`src/rtl/rv_hazard_scoreboard.sv`:
```
// rv_hazard_scoreboard
//   Hazard and forwarding controller for the 5-stage RV32 pipeline.
//   A DEPTH-slot shift scoreboard tracks in-flight destinations
//   (slot 1 = EX, slot 2 = MEM, ..., slot DEPTH = WB). From that state the
//   block produces:
//     - load-use and ID-branch stalls (combinational)
//     - EX operand forward selects (combinational)
//   Optional feature macro: HAZ_PERF_CNT_EN adds a saturating stall-cycle
//   counter on port stall_cnt. When the macro is undefined, the port and the
//   counter logic are absent.

module rv_hazard_scoreboard #(
    parameter int REG_AW = 5,
    parameter int DEPTH  = 3,
    localparam int FW    = (DEPTH > 1) ? $clog2(DEPTH) : 1
) (
    input  logic              clk,
    input  logic              rst_n,
    input  logic              id_valid,
    input  logic [REG_AW-1:0] id_rs1,
    input  logic [REG_AW-1:0] id_rs2,
    input  logic              id_use_rs1,
    input  logic              id_use_rs2,
    input  logic [REG_AW-1:0] id_rd,
    input  logic              id_regwrite,
    input  logic              id_is_load,
    input  logic              id_is_branch,
    input  logic              flush,
    output logic              stall,
    output logic [FW-1:0]     fwd_a,
    output logic [FW-1:0]     fwd_b,
    output logic              ex_valid
`ifdef HAZ_PERF_CNT_EN
    ,
    output logic [31:0]       stall_cnt
`endif
);

    // Scoreboard state. Index 1 is the EX stage, index DEPTH is WB.
    logic [DEPTH:1]    slot_valid_r;
    logic [DEPTH:1]    slot_regwrite_r;
    logic [DEPTH:1]    slot_is_load_r;
    logic [REG_AW-1:0] slot_rd_r [1:DEPTH];
    logic [REG_AW-1:0] ex_rs1_r;
    logic [REG_AW-1:0] ex_rs2_r;

    // Combinational hazard / forward results.
    logic              m1_rs1_s;
    logic              m1_rs2_s;
    logic              m2_rs1_s;
    logic              m2_rs2_s;
    logic              load_use_s;
    logic              branch_haz_s;
    logic              stall_s;
    logic              capture_s;
    logic [FW-1:0]     fwd_a_s;
    logic [FW-1:0]     fwd_b_s;

    // A producer slot matches a consumer source. Register 0 never matches,
    // and a source that the consumer does not read never matches.
    function automatic logic slot_match(
        input logic              valid,
        input logic              regwrite,
        input logic [REG_AW-1:0] rd,
        input logic [REG_AW-1:0] rs,
        input logic              use_rs
    );
        return valid & regwrite & use_rs &
               (rs != {REG_AW{1'b0}}) & (rd == rs);
    endfunction

    // Stall generation: a load-use in EX, or a branch in ID that needs a
    // value that is not yet obtainable. Flush overrides every hazard.
    always_comb begin
        m1_rs1_s = slot_match(slot_valid_r[1], slot_regwrite_r[1], slot_rd_r[1],
                              id_rs1, id_use_rs1);
        m1_rs2_s = slot_match(slot_valid_r[1], slot_regwrite_r[1], slot_rd_r[1],
                              id_rs2, id_use_rs2);
        m2_rs1_s = slot_match(slot_valid_r[2], slot_regwrite_r[2], slot_rd_r[2],
                              id_rs1, id_use_rs1);
        m2_rs2_s = slot_match(slot_valid_r[2], slot_regwrite_r[2], slot_rd_r[2],
                              id_rs2, id_use_rs2);

        load_use_s   = (m1_rs1_s | m1_rs2_s) & slot_is_load_r[1];
        branch_haz_s = id_is_branch &
                       ((m1_rs1_s | m1_rs2_s) |
                        ((m2_rs1_s | m2_rs2_s) & slot_is_load_r[2]));

        if (id_valid && !flush) begin
            stall_s = load_use_s | branch_haz_s;
        end else begin
            stall_s = 1'b0;
        end

        capture_s = id_valid & ~flush & ~stall_s;
    end

    // Forward selects for the EX instruction. The loop walks from the oldest
    // slot to the youngest, so the youngest match overwrites older ones.
    // A load sitting in MEM (slot 2) has no data yet and is never a source.
    always_comb begin
        fwd_a_s = {FW{1'b0}};
        fwd_b_s = {FW{1'b0}};
        for (int j = DEPTH; j >= 2; j--) begin
            if (slot_match(slot_valid_r[j], slot_regwrite_r[j], slot_rd_r[j],
                           ex_rs1_r, slot_valid_r[1]) &&
                !((j == 2) && slot_is_load_r[j])) begin
                fwd_a_s = FW'(j - 1);
            end else begin
                fwd_a_s = fwd_a_s;
            end
            if (slot_match(slot_valid_r[j], slot_regwrite_r[j], slot_rd_r[j],
                           ex_rs2_r, slot_valid_r[1]) &&
                !((j == 2) && slot_is_load_r[j])) begin
                fwd_b_s = FW'(j - 1);
            end else begin
                fwd_b_s = fwd_b_s;
            end
        end
    end

    // Scoreboard shift: older slots always advance; slot 1 takes the ID
    // instruction or a bubble when ID is invalid, flushed or stalled.
    always_ff @(posedge clk or negedge rst_n) begin
        if (!rst_n) begin
            for (int j = 1; j <= DEPTH; j++) begin
                slot_valid_r[j]    <= 1'b0;
                slot_regwrite_r[j] <= 1'b0;
                slot_is_load_r[j]  <= 1'b0;
                slot_rd_r[j]       <= {REG_AW{1'b0}};
            end
            ex_rs1_r <= {REG_AW{1'b0}};
            ex_rs2_r <= {REG_AW{1'b0}};
        end else begin
            for (int j = 2; j <= DEPTH; j++) begin
                slot_valid_r[j]    <= slot_valid_r[j-1];
                slot_regwrite_r[j] <= slot_regwrite_r[j-1];
                slot_is_load_r[j]  <= slot_is_load_r[j-1];
                slot_rd_r[j]       <= slot_rd_r[j-1];
            end
            if (capture_s) begin
                slot_valid_r[1]    <= 1'b1;
                slot_regwrite_r[1] <= id_regwrite;
                slot_is_load_r[1]  <= id_is_load;
                slot_rd_r[1]       <= id_rd;
                ex_rs1_r           <= id_use_rs1 ? id_rs1 : {REG_AW{1'b0}};
                ex_rs2_r           <= id_use_rs2 ? id_rs2 : {REG_AW{1'b0}};
            end else begin
                slot_valid_r[1]    <= 1'b0;
                slot_regwrite_r[1] <= 1'b0;
                slot_is_load_r[1]  <= 1'b0;
                slot_rd_r[1]       <= {REG_AW{1'b0}};
                ex_rs1_r           <= {REG_AW{1'b0}};
                ex_rs2_r           <= {REG_AW{1'b0}};
            end
        end
    end

`ifdef HAZ_PERF_CNT_EN
    logic [31:0] stall_cnt_r;

    // Saturating count of stalled cycles, cleared only by reset.
    always_ff @(posedge clk or negedge rst_n) begin
        if (!rst_n) begin
            stall_cnt_r <= 32'd0;
        end else if (stall_s && (stall_cnt_r != 32'hFFFF_FFFF)) begin
            stall_cnt_r <= stall_cnt_r + 32'd1;
        end else begin
            stall_cnt_r <= stall_cnt_r;
        end
    end

    assign stall_cnt = stall_cnt_r;
`endif

    assign stall    = stall_s;
    assign fwd_a    = fwd_a_s;
    assign fwd_b    = fwd_b_s;
    assign ex_valid = slot_valid_r[1];

endmodule

```
`config.mk`:
```
export PLATFORM = sky130hd
export DESIGN_NAME = rv_hazard_scoreboard
export DESIGN_NICKNAME = d
export VERILOG_FILES = /design/src/rtl/rv_hazard_scoreboard.sv
export SDC_FILE = /design/constraint.sdc
export NUM_CORES = 1
export LEC_CHECK = 0
export CAP_MARGIN = 20
export CORE_MARGIN = 5
export CORE_UTILIZATION = 45
export CTS_BUF_LIST = sky130_fd_sc_hd__clkbuf_16
export DETAILED_ROUTE_END_ITERATION = 10
export PLACE_DENSITY = 0.75
export SETUP_SLACK_MARGIN = 0.4
export SLEW_MARGIN = 20
export SYNTH_ARGS = -nofsm -noshare
export SYNTH_HDL_FRONTEND = slang
export SYNTH_SLANG_ARGS = --single-unit
```
`constraint.sdc`:
```
create_clock -name clk -period 1.9 [get_ports clk]
set_input_delay 0.475 -clock clk [delete_from_list [all_inputs] [get_ports clk]]
set_output_delay 0.475 -clock clk [all_outputs]
set_load 0.1 [all_outputs]
```
==> qor.txt, run 1 <==
initial antenna violation count: 0
violated checks: negative setup slack
layout cells sized above 1: 0.509
fin worst setup slack: -0.603 ns
reg-to-reg slack, setup: 0.05 ns
Tcrit/Tclk final: 1.32
Root Buffer Master: clkbuf_16
Initial Utilization: 0.465
fill cell count: 217
number of max-cap violations: 0
Die Width: 71.5 µm
Required @ worst endpoint: 1.42 ns
CTS max path bufs: 2
count of final hold-check violations: 0
fmax: 399 MHz
final cell count without fillers: 274
core box area: 0.00366 mm²
final estimated routing congestion in global placement: 0.843
synth unique cells: 25
drt total wl: 5580 µm
startpoint types: input port
vias in the first global route: 1617
Routed wire per std cell: 20.4 µm
Power Density: 622 mW/mm²
total CTS buffers: 5
CP endpoint kind: output pin
dpl hpwl: 3210 µm
worst-path cell chain: clkdlybuf4s15_1 > buf_4 > xor2_1 > nor4_2 > nand3_2 > a21oi_4 > o21a_4 > buf_12
commonest cells after routing, fill and taps aside: 35 x buf_4, 29 x dfrtp_1, 25 x xor2_1
Crit Path Category: input port to output pin
FP Rows: 22
Inst Count DP: 258
Antenna Diode Count: 0
Yosys top cell by area: dfrtp_1
Crit-path slowest cell: nor4_2
synthesized netlist cell count: 146
Max-slew headroom: 0.727
Tightest Hold Check Type: flip-flop to flip-flop
setup violators final: 5
clock tree sinks: 33
DRT iter0 DRCs: 49
largest cells by area after synthesis: dfrtp_1 49%, xor2_1 13%, xnor2_1 7.2%, nor3_2 5.9%, nand3_1 4.4%
leakage: 1.27 nW
global-route wire length before repair: 7760 µm
most common cell after layout, fill and taps aside: buf_4
crit-path max cell delay: 0.27 ns
# IOs: 30
Syn. warnings: 0
Crit. Startpoint: id_rs2[1]
GRT Overall Usage: 0.203
clock-pin transition on the worst setup and hold timing paths: 0.05 ns
DRT Pass-1 Iters: 4
port buffer count: 29
Hold Startpoint: slot_is_load_r[1]$_DFF_PN0_
Netlist Area Pre-Place: 0.00170 mm²
Area after DPL: 0.00244 mm²
gr ovfl total: 0
DRT antenna net count: 0
Setup Skew: 0.00228 ns
Peak VDD IR: 0.000739 V
Worst Path Arrival: 2.03 ns
H-tree lvl count: 2
Final min period: 2.50 ns
DRC: 0
# nets final: 249
Mapped Nets: 170
P&R area growth vs syn: 70.8%
Least-Margin Pin Slew: 0.410 ns
Die Y-Extent: 71.5 µm
Vias/cell: 5.39
DR vias: 1478
Design Area, Final: 0.00291 mm²
post-synthesis area per instance: 11.7 µm²
status: finished with violations
flop and latch count out of synthesis: 33
r2r startpoint: slot_rd_r[9]$_DFF_PN0_
largest net degree at the start of global routing: 34
clock latency on the worst-skew pair: 0.28 ns
CP max FO: 3
CTS tree: done
area share of the largest cell type after synthesis: 0.485
die area: 0.00511 mm²
register area share after synthesis: 0.485
unrepaired setup endpoints after global routing: yes
max-slew violation count: 0
==> registers in the layout, indices dropped and copies added (netlist names) <==
| name | cells |
|---|---|
| ex_rs1_r | 5 |
| slot_rd_r | 15 |
| slot_is_load_r | 2 |
| slot_valid_r | 3 |
| slot_regwrite_r | 3 |
| ex_rs2_r | 5 |
==> logic make-up after synthesis <==
family / share of synthesized area
simple gates: 0.240
xor+xnor: 0.206
flops: 0.485
compound gates: 0.0441
buf+inv: 0.0250
==> final timing paths <==
check / cells past startpoint / end
worst max register to register: 6 / ex_rs1_r[0]$_DFF_PN0_
worst max-delay path: 8 / stall
min in group asynchronous: 2 / slot_rd_r[10]$_DFF_PN0_
max in group asynchronous: 2 / slot_valid_r[1]$_DFF_PN0_
worst min register to register: 0 / slot_is_load_r[2]$_DFF_PN0_
worst min-delay path: 0 / slot_is_load_r[2]$_DFF_PN0_
==> metal layers <==
metal	share of wire	track usage	routed length (µm)	up-vias
met5	0	0	0	-
met1	0.35	0.204	1950	741
met4	0.045	0.117	252	0
met2	0.57	0.386	3160	40
met3	0.040	0.0365	223	19
li1	-	-	-	678
==> synthesized netlist by cell type <==
cell type and instances:
dfrtp_1 33, xor2_1 26, nand3_1 15, xnor2_1 14, nor3_2 10, nand2_1 9
nor3_1 7, nor4_1 6, or4_1 5, a21oi_4 2, clkbuf_1 2, nand4_1 2
nor2_1 2, nor4_2 2, and4_1 1, and4b_1 1, buf_12 1, buf_8 1
nor2b_1 1, nor3b_1 1, o211a_1 1, o21a_1 1, o21ai_2 1, o21ai_4 1
or4_4 1
==> worst max-delay path, delay by kind of cell <==
family	cells	cell delay (ns)
and+or+nand+nor	2	0.44
AOI/OAI and AO/OA	2	0.39
buffers and inverters	3	0.56
xor gates and xnor gates	1	0.16
==> where the power goes <==
part | total, mW | switching (mW) | leakage, nW | internal [mW]
clock network | 0.755 | 0.282 | 0.0687 | 0.473
registers | 0.756 | 0.0257 | 0.439 | 0.730
logic | 0.297 | 0.145 | 0.761 | 0.152
total | 1.81 | 0.453 | 1.27 | 1.35
==> per-stage QoR <==
step | hold WS (ns) | utilization | setup TNS [ns] | setup WS [ns] | power [mW]
after floorplan | 0.179 | - | -3.69 | -1.10 | 0.866
after detailed placement | 0.364 | 0.666 | -8.76 | -0.745 | 1.02
after global placement | 0.359 | 0.666 | -8.18 | -0.691 | 1.01
after global routing | 0.390 | 0.794 | -2.91 | -0.675 | 1.88
final | 0.381 | 0.794 | -2.34 | -0.603 | 1.81
after CTS | 0.376 | 0.752 | -2.22 | -0.546 | 1.78
==> layout make-up <==
class / count / area [µm²] / share of cell area
clock buffers: 5 / 125 / 0.0430
clock inverters: 3 / 12.5 / 0.00430
well taps: 48 / 60.1 / 0.0207
flip-flops and latches: 33 / 833 / 0.287
repair buffers: 76 / 769 / 0.265
multi-input cells: 109 / 1110 / 0.381
==> timing repair <==
item | CTS | global route
hold buffers | 0 | 0
endpoints found under the setup margin | 24 | 24
gates cloned | 0 | 3
pin swaps | 16 | 18
buffers inserted | 1 | 4
gates resized for setup | 55 | 28
(Power assumes the default switching activity.)
==> inputs of run 2 (changes only) <==
Settings changed: TNS_END_PERCENT set to 50.
==> qor.txt, run 2 (synthesis results as in run 1) <==
status: finished with violations
violated checks: negative setup slack
dpl hpwl: 3370 µm
fill cell count: 188
Root Buffer Master: clkbuf_16
Tcrit/Tclk final: 1.28
startpoint types: flip-flop
DRT iter0 DRCs: 63
post-layout util: 0.818
vias in the first global route: 1742
Peak VDD IR: 0.000689 V
Die Width: 71.5 µm
Antenna Diode Count: 0
FP Rows: 22
GR Util met1: 0.232
Area after DPL: 0.00245 mm²
H-tree lvl count: 2
r2r startpoint: slot_rd_r[6]$_DFF_PN0_
Max-slew headroom: 0.726
Register Area: 833 µm²
leakage: 1.33 nW
fmax: 412 MHz
Tightest Hold Check Type: flip-flop to flip-flop
Worst Path Arrival: 1.95 ns
CTS Hold Buffers Added: 0
DRT Pass-1 Iters: 4
DRC: 0
setup violators final: 5
commonest cells after routing, fill and taps aside: 36 x buf_4, 29 x dfrtp_1, 25 x xor2_1
initial antenna violation count: 0
Routed wire per std cell: 21.1 µm
CP max FO: 2
total CTS buffers: 5
Die Y-Extent: 71.5 µm
most common cell after layout, fill and taps aside: buf_4
multi-input logic area: 0.00111 mm²
GRT Overall Usage: 0.222
DRT antenna net count: 0
Required @ worst endpoint: 1.42 ns
Min Hold Slack: 0.415 ns
core box area: 0.00366 mm²
Vias/cell: 5.53
gr ovfl total: 0
# nets final: 253
drt total wl: 5860 µm
# IOs: 30
Design Area, Final: 0.00300 mm²
Least-Margin Pin Slew: 0.412 ns
Largest register FFs: 15
global-route wire length before repair: 8590 µm
CP endpoint kind: output pin
port buffer count: 29
count of final hold-check violations: 0
clock tree sinks: 33
Hold Startpoint: slot_valid_r[2]$_DFF_PN0_
final estimated routing congestion in global placement: 0.796
largest register by flop count: slot_rd_r
clock latency on the worst-skew pair: 0.27 ns
Power Density: 593 mW/mm²
Crit Path Category: flip-flop to output pin
Final min period: 2.43 ns
setup tns final: -2.20 ns
DR vias: 1532
clock-pin transition on the worst setup and hold timing paths: 0.05 ns
CTS max path bufs: 2
P&R area growth vs syn: 76.0%
CTS tree: done
met3 Use GR: 0.0519
met2 Track Usage GR: 0.429
largest net degree at the start of global routing: 34
die area: 0.00511 mm²
Initial Utilization: 0.465
number of max-cap violations: 0
layout cells sized above 1: 0.524
fin worst setup slack: -0.529 ns
Setup Skew: 0.00411 ns
GRT busiest layer: met2
unrepaired setup endpoints after global routing: yes
max-slew violation count: 0
Crit. Startpoint: ex_rs1_r[1]$_DFF_PN0_
biggest regs: slot_rd_r x15, ex_rs1_r x5, ex_rs2_r x5
==> run 2: changes by cell type in the layout (fill, tap and decap cells not counted), moves of 2 or more <==
cell,previous run,this run
clkdlybuf4s15_2,1,3
clkbuf_2,4,2
nor3_4,12,9
buf_16,0,2
nor3_2,5,8
==> run 2: worst paths after layout <==
| kind | endpoint | slack [ns] | depth (start not counted) |
|---|---|---|---|
| min reg2reg | slot_valid_r[3]$_DFF_PN0_ | 0.41 | 0 |
| max reg2reg | ex_rs2_r[4]$_DFF_PN0_ | 0.09 | 8 |
| min in group asynchronous | slot_valid_r[1]$_DFF_PN0_ | 0.60 | 2 |
| min | slot_valid_r[3]$_DFF_PN0_ | 0.41 | 0 |
| max in group asynchronous | slot_rd_r[9]$_DFF_PN0_ | 0.97 | 2 |
| max | fwd_a[1] | -0.53 | 5 |
==> run 2: what timing repair did <==
action | 4_1_cts | 5_1_grt
pin swaps | 18 | 17
resized for setup | 63 | 21
endpoints found under the setup margin | 24 | 24
setup buffers | 2 | 4
cloned | 2 | 3
==> run 2: layout make-up <==
cell class | count | area share
Timing Repair Buffer | 80 | 0.287
Clock buffer | 5 | 0.0418
Sequential cell | 33 | 0.278
Multi-Input combinational cell | 109 | 0.371
Clock inverter | 2 | 0.00251
Tap cell | 48 | 0.0201
==> run 2: through the flow <==
stage | power, mW | cells | setup slack [ns]
after floorplan | 0.864 | 146 | -1.10
after global placement | 1.01 | 259 | -0.681
after detailed placement | 1.02 | 259 | -0.745
after CTS | 1.75 | 270 | -0.544
after global routing | 1.84 | 277 | -0.574
final | 1.78 | 277 | -0.529
==> run 2: routing by layer <==
metal / routed length, µm / vias to the layer above
met2: 3220 / 48
li1: - / 685
met3: 248 / 14
met4: 147 / 0
met5: 0 / -
met1: 2240 / 785
==> run 2: critical path, stage by stage (launching register included) <==
cell and delay (ns):
dfrtp_1 0.40, buf_6 0.13, xor2_1 0.16, or4_4 0.49, nor4_4 0.28, buf_12 0.22
==> run 2: power by group <==
group | switching, mW | internal [mW] | total [mW]
registers | 0.0277 | 0.731 | 0.758
clock network | 0.256 | 0.466 | 0.722
logic | 0.145 | 0.152 | 0.296
==> inputs of run 3 (changes only) <==
Settings changed: ABC_CLOCK_PERIOD_IN_PS set to 1900.
==> results of run 3 <==
The final DEF is identical to that of run 2; final timing and power are the same.
